`src/rtl/uart_cfg.sv`:
```
// uart_cfg: parametrised full-duplex UART with a first-word-fall-through RX FIFO.
//
// Transmit side takes bytes through a valid/ready handshake and serialises them
// on TXD. Receive side synchronises RXD, deserialises frames and pushes good
// bytes into the FIFO. Overrun, framing and parity errors are sticky until
// Err_Clr.
//
// Ports:
//   Clk, Rst                  clock, synchronous active-high reset
//   TX_Valid/TX_DataIn/TX_Ready  transmit byte handshake
//   TXD                       serial out (idle high)
//   RXD                       serial in (asynchronous)
//   Data_Out/Data_Read        FIFO head and pop strobe
//   Full/Empty/Count          FIFO status
//   Overrun/Frame_Err/Parity_Err  sticky error flags, Err_Clr clears them
//
// Optional feature macro: UART_PARITY_EN adds a parity bit to every frame
// (PARITY_ODD selects odd/even). Without it Parity_Err is tied low.
module uart_cfg #(
    parameter int FREQ_CLK   = 100000000,
    parameter int TX_SPEED   = 115200,
    parameter int DATA_BITS  = 8,
    parameter int STOP_BITS  = 1,
    parameter int FIFO_DEPTH = 4,
    parameter int PARITY_ODD = 0
) (
    input  logic                              Clk,
    input  logic                              Rst,
    input  logic                              TX_Valid,
    input  logic [DATA_BITS-1:0]              TX_DataIn,
    output logic                              TX_Ready,
    output logic                              TXD,
    input  logic                              RXD,
    output logic [DATA_BITS-1:0]              Data_Out,
    input  logic                              Data_Read,
    output logic                              Full,
    output logic                              Empty,
    output logic [$clog2(FIFO_DEPTH+1)-1:0]   Count,
    output logic                              Overrun,
    output logic                              Frame_Err,
    output logic                              Parity_Err,
    input  logic                              Err_Clr
);
    localparam int BIT_CYCLES = FREQ_CLK / TX_SPEED;
    localparam int CW   = $clog2(STOP_BITS * BIT_CYCLES + 1);
    localparam int IW   = $clog2(DATA_BITS);
    localparam int PW   = $clog2(FIFO_DEPTH);
    localparam int CNTW = $clog2(FIFO_DEPTH + 1);
    localparam logic [CW-1:0]   BIT_LAST  = CW'(BIT_CYCLES - 1);
    localparam logic [CW-1:0]   HALF_LAST = CW'(BIT_CYCLES / 2 - 1);
    localparam logic [CW-1:0]   STOP_LAST = CW'(STOP_BITS * BIT_CYCLES - 1);
    localparam logic [IW-1:0]   IDX_LAST  = IW'(DATA_BITS - 1);
    localparam logic [CNTW-1:0] DEPTH_C   = CNTW'(FIFO_DEPTH);

    typedef enum logic [2:0] {
        S_IDLE   = 3'd0,
        S_START  = 3'd1,
        S_DATA   = 3'd2,
`ifdef UART_PARITY_EN
        S_PARITY = 3'd3,
`endif
        S_STOP   = 3'd4,
        S_WAIT   = 3'd5
    } state_e;

    // Parity bit value that makes the frame's ones count even (or odd).
    function automatic logic parity_f(input logic [DATA_BITS-1:0] d);
        return (^d) ^ (PARITY_ODD != 0);
    endfunction

    // ---------------- transmitter ----------------
    state_e                tx_state_q;
    logic [CW-1:0]         tx_cnt_q;
    logic [IW-1:0]         tx_idx_q;
    logic [DATA_BITS-1:0]  tx_sh_q;
    logic                  txd_q;
    logic                  tx_ready_q;
`ifdef UART_PARITY_EN
    logic                  tx_par_q;
`endif

    // TX FSM: each bit is held for BIT_CYCLES cycles, txd_q is the pin register.
    always_ff @(posedge Clk) begin
        if (Rst) begin
            tx_state_q <= S_IDLE;
            tx_cnt_q   <= {CW{1'b0}};
            tx_idx_q   <= {IW{1'b0}};
            tx_sh_q    <= {DATA_BITS{1'b0}};
            txd_q      <= 1'b1;
            tx_ready_q <= 1'b1;
`ifdef UART_PARITY_EN
            tx_par_q   <= 1'b0;
`endif
        end else begin
            case (tx_state_q)
                S_IDLE: begin
                    if (TX_Valid && tx_ready_q) begin
                        tx_sh_q    <= TX_DataIn;
`ifdef UART_PARITY_EN
                        tx_par_q   <= parity_f(TX_DataIn);
`endif
                        txd_q      <= 1'b0;
                        tx_ready_q <= 1'b0;
                        tx_cnt_q   <= {CW{1'b0}};
                        tx_state_q <= S_START;
                    end
                end
                S_START: begin
                    if (tx_cnt_q == BIT_LAST) begin
                        tx_cnt_q   <= {CW{1'b0}};
                        tx_idx_q   <= {IW{1'b0}};
                        txd_q      <= tx_sh_q[0];
                        tx_state_q <= S_DATA;
                    end else begin
                        tx_cnt_q <= tx_cnt_q + 1'b1;
                    end
                end
                S_DATA: begin
                    if (tx_cnt_q == BIT_LAST) begin
                        tx_cnt_q <= {CW{1'b0}};
                        if (tx_idx_q == IDX_LAST) begin
`ifdef UART_PARITY_EN
                            txd_q      <= tx_par_q;
                            tx_state_q <= S_PARITY;
`else
                            txd_q      <= 1'b1;
                            tx_state_q <= S_STOP;
`endif
                        end else begin
                            // Shift register holds the not-yet-sent bits at the bottom.
                            tx_idx_q <= tx_idx_q + 1'b1;
                            tx_sh_q  <= {1'b0, tx_sh_q[DATA_BITS-1:1]};
                            txd_q    <= tx_sh_q[1];
                        end
                    end else begin
                        tx_cnt_q <= tx_cnt_q + 1'b1;
                    end
                end
`ifdef UART_PARITY_EN
                S_PARITY: begin
                    if (tx_cnt_q == BIT_LAST) begin
                        tx_cnt_q   <= {CW{1'b0}};
                        txd_q      <= 1'b1;
                        tx_state_q <= S_STOP;
                    end else begin
                        tx_cnt_q <= tx_cnt_q + 1'b1;
                    end
                end
`endif
                S_STOP: begin
                    if (tx_cnt_q == STOP_LAST) begin
                        tx_cnt_q   <= {CW{1'b0}};
                        tx_ready_q <= 1'b1;
                        tx_state_q <= S_IDLE;
                    end else begin
                        tx_cnt_q <= tx_cnt_q + 1'b1;
                    end
                end
                default: begin
                    txd_q      <= 1'b1;
                    tx_ready_q <= 1'b1;
                    tx_state_q <= S_IDLE;
                end
            endcase
        end
    end

    assign TXD      = txd_q;
    assign TX_Ready = tx_ready_q;

    // ---------------- receiver ----------------
    logic                  rx_meta_q, rx_sync_q, rx_prev_q;
    state_e                rx_state_q;
    logic [CW-1:0]         rx_cnt_q;
    logic [IW-1:0]         rx_idx_q;
    logic [DATA_BITS-1:0]  rx_sh_q;
`ifdef UART_PARITY_EN
    logic                  rx_perr_q;
`endif
    logic                  rx_tick_s, push_s, frame_ev_s, par_ev_s;

    // Two-flop synchroniser plus one delayed copy for falling-edge detection.
    always_ff @(posedge Clk) begin
        if (Rst) begin
            rx_meta_q <= 1'b1;
            rx_sync_q <= 1'b1;
            rx_prev_q <= 1'b1;
        end else begin
            rx_meta_q <= RXD;
            rx_sync_q <= rx_meta_q;
            rx_prev_q <= rx_sync_q;
        end
    end

    assign rx_tick_s  = (rx_cnt_q == BIT_LAST);
    assign frame_ev_s = (rx_state_q == S_STOP) && rx_tick_s && !rx_sync_q;
`ifdef UART_PARITY_EN
    assign push_s   = (rx_state_q == S_STOP) && rx_tick_s && rx_sync_q && !rx_perr_q;
    assign par_ev_s = (rx_state_q == S_PARITY) && rx_tick_s && (rx_sync_q != parity_f(rx_sh_q));
`else
    assign push_s   = (rx_state_q == S_STOP) && rx_tick_s && rx_sync_q;
    assign par_ev_s = 1'b0;
`endif

    // RX FSM: start bit checked at half a bit, later bits one bit period apart.
    always_ff @(posedge Clk) begin
        if (Rst) begin
            rx_state_q <= S_IDLE;
            rx_cnt_q   <= {CW{1'b0}};
            rx_idx_q   <= {IW{1'b0}};
            rx_sh_q    <= {DATA_BITS{1'b0}};
`ifdef UART_PARITY_EN
            rx_perr_q  <= 1'b0;
`endif
        end else begin
            case (rx_state_q)
                S_IDLE: begin
                    if (rx_prev_q && !rx_sync_q) begin
                        rx_cnt_q   <= {CW{1'b0}};
                        rx_state_q <= S_START;
                    end
                end
                S_START: begin
                    if (rx_cnt_q == HALF_LAST) begin
                        rx_cnt_q   <= {CW{1'b0}};
                        rx_idx_q   <= {IW{1'b0}};
                        // Line back high at mid start bit: treat as a glitch.
                        rx_state_q <= rx_sync_q ? S_IDLE : S_DATA;
                    end else begin
                        rx_cnt_q <= rx_cnt_q + 1'b1;
                    end
                end
                S_DATA: begin
                    if (rx_tick_s) begin
                        rx_cnt_q <= {CW{1'b0}};
                        rx_sh_q  <= {rx_sync_q, rx_sh_q[DATA_BITS-1:1]};
                        if (rx_idx_q == IDX_LAST) begin
`ifdef UART_PARITY_EN
                            rx_state_q <= S_PARITY;
`else
                            rx_state_q <= S_STOP;
`endif
                        end else begin
                            rx_idx_q <= rx_idx_q + 1'b1;
                        end
                    end else begin
                        rx_cnt_q <= rx_cnt_q + 1'b1;
                    end
                end
`ifdef UART_PARITY_EN
                S_PARITY: begin
                    if (rx_tick_s) begin
                        rx_cnt_q   <= {CW{1'b0}};
                        rx_perr_q  <= (rx_sync_q != parity_f(rx_sh_q));
                        rx_state_q <= S_STOP;
                    end else begin
                        rx_cnt_q <= rx_cnt_q + 1'b1;
                    end
                end
`endif
                S_STOP: begin
                    if (rx_tick_s) begin
                        rx_cnt_q   <= {CW{1'b0}};
                        rx_state_q <= rx_sync_q ? S_IDLE : S_WAIT;
                    end else begin
                        rx_cnt_q <= rx_cnt_q + 1'b1;
                    end
                end
                S_WAIT: begin
                    if (rx_sync_q) begin
                        rx_state_q <= S_IDLE;
                    end
                end
                default: rx_state_q <= S_IDLE;
            endcase
        end
    end

    // ---------------- RX FIFO ----------------
    logic [DATA_BITS-1:0] mem_q [FIFO_DEPTH];
    logic [PW-1:0]        wr_ptr_q, wr_ptr_d, rd_ptr_q, rd_ptr_d;
    logic [CNTW-1:0]      count_q, count_d;
    logic                 pop_s, full_s, wr_en_s, ovr_ev_s;

    assign full_s   = (count_q == DEPTH_C);
    assign pop_s    = Data_Read && (count_q != {CNTW{1'b0}});
    // A pop in the same cycle frees the slot, so a full FIFO still accepts.
    assign wr_en_s  = push_s && (!full_s || pop_s);
    assign ovr_ev_s = push_s && full_s && !pop_s;

    // FIFO next-state: pointers wrap naturally because depth is a power of two.
    always_comb begin
        wr_ptr_d = wr_ptr_q;
        rd_ptr_d = rd_ptr_q;
        count_d  = count_q;
        if (wr_en_s) begin
            wr_ptr_d = wr_ptr_q + 1'b1;
        end else begin
            wr_ptr_d = wr_ptr_q;
        end
        if (pop_s) begin
            rd_ptr_d = rd_ptr_q + 1'b1;
        end else begin
            rd_ptr_d = rd_ptr_q;
        end
        case ({wr_en_s, pop_s})
            2'b10:   count_d = count_q + 1'b1;
            2'b01:   count_d = count_q - 1'b1;
            default: count_d = count_q;
        endcase
    end

    // FIFO storage and pointer registers.
    always_ff @(posedge Clk) begin
        if (Rst) begin
            for (int i = 0; i < FIFO_DEPTH; i++) begin
                mem_q[i] <= {DATA_BITS{1'b0}};
            end
            wr_ptr_q <= {PW{1'b0}};
            rd_ptr_q <= {PW{1'b0}};
            count_q  <= {CNTW{1'b0}};
        end else begin
            if (wr_en_s) begin
                mem_q[wr_ptr_q] <= rx_sh_q;
            end
            wr_ptr_q <= wr_ptr_d;
            rd_ptr_q <= rd_ptr_d;
            count_q  <= count_d;
        end
    end

    assign Data_Out = mem_q[rd_ptr_q];
    assign Full     = full_s;
    assign Empty    = (count_q == {CNTW{1'b0}});
    assign Count    = count_q;

    // ---------------- sticky error flags ----------------
    logic ovr_q, fe_q, pe_q;

    // Sticky flags: a new event wins over a simultaneous clear.
    always_ff @(posedge Clk) begin
        if (Rst) begin
            ovr_q <= 1'b0;
            fe_q  <= 1'b0;
            pe_q  <= 1'b0;
        end else begin
            ovr_q <= ovr_ev_s   | (ovr_q & ~Err_Clr);
            fe_q  <= frame_ev_s | (fe_q  & ~Err_Clr);
            pe_q  <= par_ev_s   | (pe_q  & ~Err_Clr);
        end
    end

    assign Overrun    = ovr_q;
    assign Frame_Err  = fe_q;
    assign Parity_Err = pe_q;
endmodule

```
`config.mk`:
```
export PLATFORM = sky130hd
export DESIGN_NAME = uart_cfg
export DESIGN_NICKNAME = d
export VERILOG_FILES = /design/src/rtl/uart_cfg.sv
export SDC_FILE = /design/constraint.sdc
export NUM_CORES = 1
export LEC_CHECK = 0
export ABC_AREA = 0
export BUFFER_PORTS_ARGS = -buffer_cell sky130_fd_sc_hd__buf_2
export CORE_UTILIZATION = 62
export CTS_BUF_LIST = sky130_fd_sc_hd__clkbuf_8
export DETAILED_ROUTE_END_ITERATION = 6
export GPL_TIMING_DRIVEN = 0
export PLACE_DENSITY_LB_ADDON = 0.15
export RECOVER_POWER = 25
export SYNTH_ARGS = -nofsm -noshare
export SYNTH_HDL_FRONTEND = slang
export SYNTH_SLANG_ARGS = --single-unit
```
`constraint.sdc`:
```
create_clock -name Clk -period 3.11 [get_ports Clk]
set_input_delay 0.4665 -clock Clk [delete_from_list [all_inputs] [get_ports Clk]]
set_output_delay 0.4665 -clock Clk [all_outputs]
set_load 0.02 [all_outputs]
```
**Yosys cells after proc, flatten, opt, wreduce, memory -nomap -nowiden**

Memory sizes are Yosys's and may differ from the RTL's. A register that Yosys moved wholly into a read port is not among the register bits.
Index checks and enable logic that the tools add are counted.

- Input bits: 14
- Flip-flop bits (word level): 63
- Output and inout port bits: 18
- Word-level logic and storage cells: 152
- Memories kept: 1
- Bits in writable memories: 32

Memories:

| memory | depth | width | read ports | clocked after Yosys merged registers in | wr ports | line | text |
|---|---|---|---|---|---|---|---|
| mem_q | 4 | 8 | 1 | 1 | 4 | 280 | `logic [DATA_BITS-1:0] mem_q [FIFO_DEPTH];` |

- Add/sub/neg operators: 8
- Reduce and logical (&&, ||, !) cells: 37
- Equality and inequality tests: 28
- Bitwise gates (word level): 8
- Mux-type cells: 51

Operator list:

| cell | count |
|---|---|
| $mux W3 | 17 |
| $mux W10 | 5 |
| $mux W8 | 4 |
| $pmux W10 S3 | 1 |
| $ne A2 B2 Y1 const B | 13 |
| $add A10 B1 Y10 const B | 2 |
| $eq A10 B10 Y1 const B | 2 |
| $pmux W10 S2 | 1 |
| $eq A3 B3 Y1 const B | 6 |
| $pmux W3 S2 | 3 |
| $pmux W8 S2 | 1 |
| $reduce_and A4 Y1 | 4 |
| $pmux W3 S5 | 1 |
| $pmux W3 S4 | 1 |
| $mux W1 | 11 |
| $eq A10 B9 Y1 const B | 1 |
| $reduce_bool A2 Y1 | 5 |
| $add A3 B1 Y3 const B | 3 |
| $logic_and A1 B1 Y1 | 9 |
| $logic_not A3 Y1 | 3 |
| $mux W2 | 4 |
| $reduce_or A8 Y1 | 1 |
| $eq A3 B1 Y1 const B | 2 |
| $eq A3 B2 Y1 const B | 2 |
| other kinds (18) | 30 |

**Longest topological paths before layout**

- Word-level depth: 9
- Mapped depth: 9
- Gate-level depth less buffers: 9

**Worst setup path before layout**

Ideal clock, no wire load.

- Path kind: reg2reg
- Start: register rx_cnt_q[0]
- End: memory mem_q[1][0] (enable)
- Setup time: 0.384 ns
- Slack: 0.477 ns
- Data required time: 2.726 ns
- Cell stages (with the launch flop): 7
- Data arrival time: 2.249 ns
- Period minus slack after synthesis: 2.633 ns
- Buffers on the path: 0
- Path through: dfxtp_1 ha_1 nand4bb_1 or4b_4 nor3_4 nand2_1 o21ai_0

RTL lines:

| element | line | text |
|---|---|---|
| start: declaration | 174 | `logic [CW-1:0] rx_cnt_q;` |
| start signal: assignment | 209 | `rx_cnt_q <= {CW{1'b0}};` |
| start signal: assignment | 219 | `rx_cnt_q <= {CW{1'b0}};` |
| start signal: assignment | 225 | `rx_cnt_q <= {CW{1'b0}};` |
| end: declaration | 280 |  |

==> impl_metrics.env <==
export IMPL_fin_crit_sh_pct=93.43
export IMPL_tns_ns=0
export IMPL_crit_type="register to register"
export IMPL_die_area_um2=7692
export IMPL_crit_fanout=8
export IMPL_path_cells="ha_1, nand4bb_1, or4b_4, nor3_4, nand2_1, o21ai_1"
export IMPL_nFillCells=526
export IMPL_cts_clk_slew_worst_paths_ns=0.10
export IMPL_placedCellCount=568
export IMPL_cp_arrival_ns=2.92
export IMPL_netlist_area_um2=4554
export IMPL_cts_hold_buf=0
export IMPL_cp_end_kind="register"
export IMPL_relSlewSlack_pct=41.37
export IMPL_grt_pass1_vias=3142
export IMPL_place_gp_congestion=0.9034
export IMPL_reg2reg_depth=6
export IMPL_share_comb_of_total_power_pct=17.3
export IMPL_hold_class="primary input to register"
export IMPL_critical_path_depth=6
export IMPL_fin_crit_ns=2.906
export IMPL_cts_tree="yes"
export IMPL_ant_nets=0
export IMPL_synth_top_family_by_area="simple AND/OR/NAND/NOR gates"
export IMPL_grt_pass1_wl_um=14720
export IMPL_synthCells=442
export IMPL_first_pass_iters=4
export IMPL_die_h_um=87.71
export IMPL_syn_area_per_cell_um2=10.30
export IMPL_critical_path_startpoint="rx_cnt_q[0]"
export IMPL_setup_ws_ns=0.2044
export IMPL_required_ns=3.12
export IMPL_vias_per_cell=5.865
export IMPL_startpoint_type="register"
export IMPL_cap_violations=0
export IMPL_ys_ff_latch=97
export IMPL_cts_buffers=9
export IMPL_rsz0062_at_grt="false"
export IMPL_h_tree_depth=3
export IMPL_crit_buf_inv=0
export IMPL_yosys_warnings=0
export IMPL_irDropWorstVdd_mv=0.4452
export IMPL_critPathCapture="mem_q[1][1]"
export IMPL_p_clk_share_pct=32.2
export IMPL_synth_distinct_cells=61
export IMPL_synth_edff_count=32
export IMPL_tightest_slew_ns=0.8736
export IMPL_rr_endpoint="mem_q[1][1]"
export IMPL_cp_top_family="simple AND/OR/NAND/NOR gates"
export IMPL_p_leak_nw=1.837
export IMPL_synth_compound_area_share_pct=9.643
export IMPL_io_buffers=30
export IMPL_finClkSkew_ns=0.01027
export IMPL_p_sw_share_pct=29.84
export IMPL_nets=505
export IMPL_outcome="finished clean"
export IMPL_die_x_um=87.71
export IMPL_antenna_cells=0
export IMPL_ys_seq_area_share_pct=49.67
export IMPL_setup_violations=0
export IMPL_p_switching_uw=831.4
export IMPL_syn_nets=464
export IMPL_ioPinCount=32
export IMPL_cts_max_path_buffers=2
export IMPL_vias=3425
export IMPL_final_cells=584
export IMPL_drv_slew=0
export IMPL_power_total_mw=2.786
export IMPL_p_seq_share_pct=50.5
export IMPL_grt_usage_pct=25.22
export IMPL_finalHoldViolations=0
export IMPL_drc=0
export IMPL_hpwl_um=6155
export IMPL_power_density_nw_per_um2=554.4
export IMPL_internal_power_mw=1.955
export IMPL_synth_flop_cell="dfxtp_1"
export IMPL_antenna_found_initial=0
export IMPL_grt_max_degree=20
export IMPL_max_stage_delay_ns=0.69
export IMPL_wl_um=9005
export IMPL_seq_area_um2=2262
export IMPL_rrSetupSlack_ns=0.20
export IMPL_muxShareOfSynthArea_pct=8.242
export IMPL_cts_root_buffer_cell="clkbuf_8"
export IMPL_multiInputGateArea_um2=2148
export IMPL_start_util_pct=65.59
export IMPL_fmax_ghz=0.3442
export IMPL_drt_iter0_drc=166
export IMPL_worst_skew_pair_late_latency_ns=0.37
export IMPL_coreArea_um2=6944
export IMPL_overflow=0
export IMPL_pre_cts_ws_ns=-0.1638
export IMPL_drive_above_1_share_pct=15.37
export IMPL_synthXorXnorAreaFrac_pct=3.077
export IMPL_final_common_cell="dfxtp_1"
export IMPL_synthArstFlopShare_pct=0
export IMPL_final_cell_mix="dfxtp_1 (65), nor2_1 (48), nand2_1 (38)"
export IMPL_wl_per_cell_um=15.42
export IMPL_r2r_start="rx_cnt_q[0]"
export IMPL_synth_simple_area_share_pct=23.63
export IMPL_yosys_area_share_adder_pct=2.582
export IMPL_synthToLayoutAreaGrowth_pct=10.33
export IMPL_cpMaxStageDelayCell="o21ai_1"
export IMPL_cts_sinks=97
export IMPL_rows=30
[synthesized netlist by cell type, types with 7 or more instances]
master | count | share of area, %
nor2_1 | 48 | 4.0
nand4_1 | 7 | 0.96
nand2_1 | 38 | 3.1
mux2i_1 | 15 | 3.3
a211oi_1 | 11 | 1.8
xor2_1 | 10 | 1.9
and3_1 | 8 | 1.1
a31oi_1 | 7 | 0.96
mux4_2 | 8 | 4.0
o21ai_0 | 12 | 1.3
nor3_1 | 10 | 1.1
and2_1 | 22 | 3.0
edfxtp_1 | 32 | 21
ha_1 | 7 | 1.9
a21oi_1 | 12 | 1.3
clkbuf_1 | 14 | 1.2
nand3_1 | 9 | 0.99
dfxtp_1 | 65 | 29
inv_1 | 13 | 1.1
[worst min path at each step]
stage | slack, ns | end | start | cells past startpoint
3_5_place_dp | 0.40 | rx_sync_q | rx_meta_q | 1
5_1_grt | 0.27 | rx_meta_q | RXD | 2
2_1_floorplan | 0.39 | rx_sync_q | rx_meta_q | 1
6_report | 0.27 | rx_meta_q | RXD | 2
4_1_cts | 0.25 | rx_meta_q | RXD | 2
3_3_place_gp | 0.40 | rx_sync_q | rx_meta_q | 1
[cells by family (layout without fill, tap and decap cells)]
family | after synthesis | count (layout)
XOR/XNOR | 16 | 16
AND/OR/NAND/NOR | 195 | 195
AO/OA/AOI/OAI | 65 | 65
adder cells (fa/ha/maj) | 9 | 9
multiplexers | 27 | 27
flip-flops | 97 | 97
buffers and inverters | 33 | 79
[metal layers]
layer  wire length (um)  track usage [%]  vias to the layer above  part of all wire, %
met2               4575            42.78                       72                   51
met1               3984            31.34                     1644                   44
li1                   -                -                     1693                    -
met5                  0                0                        -                    0
met3                320            6.598                       16                  3.6
met4                125            8.346                        0                  1.4
[final cells by class]
class / count / area share [%]
clock inverters: 7 / 1.917
flip-flops and latches: 97 / 45.02
inverters: 13 / 0.9711
clock buffers: 9 / 2.465
plain buffers: 20 / 1.743
multi-input cells: 312 / 42.75
well taps: 96 / 2.390
repair buffers: 30 / 2.739
[worst reg2reg max path, cell delays in order, from the launching register on]
cell       delay, ns
dfxtp_1         0.40
ha_1            0.25
nand4bb_1       0.20
or4b_4          0.61
nor3_4          0.28
nand2_1         0.10
o21ai_1         0.69
[state kept, by name, summed over array words and instances, names as in the netlist, named ones only]
register	count
mem_q	32
rx_cnt_q	10
tx_cnt_q	10
rx_sh_q	8
tx_sh_q	8
Count	3
rx_idx_q	3
rx_state_q	3
tx_idx_q	3
tx_state_q	3
rd_ptr_q	2
wr_ptr_q	2
Frame_Err	1
Overrun	1
Parity_Err	1
TXD	1
TX_Ready	1
rx_meta_q	1
rx_prev_q	1
rx_sync_q	1
[per-stage QoR]
| stage | area, um2 | hold slack (ns) | utilization [%] |
|---|---|---|---|
| after global placement | 4825 | 0.4016 | 69.48 |
| after CTS | 5045 | 0.2538 | 72.65 |
| after detailed placement | 4825 | 0.3980 | 69.48 |
| after global routing | 5025 | 0.2718 | 72.36 |
| final | 5025 | 0.2688 | 72.36 |
| after floorplan | 4554 | 0.3895 | - |
[power groups by stage]
stage,combinational [mW],sequential [mW],clock [mW]
2_1_floorplan,0.348,1.45,0
3_3_place_gp,0.474,1.43,0
3_5_place_dp,0.490,1.44,0
4_1_cts,0.493,1.41,0.912
5_1_grt,0.527,1.41,0.957
6_report,0.481,1.41,0.898
[timing repair]
item / 4_1_cts / 5_1_grt
buffers inserted: 0 / 0
setup endpoints to repair: 8 / 0
resized for setup: 1 / 0
Power figures use the tool's default switching activity.
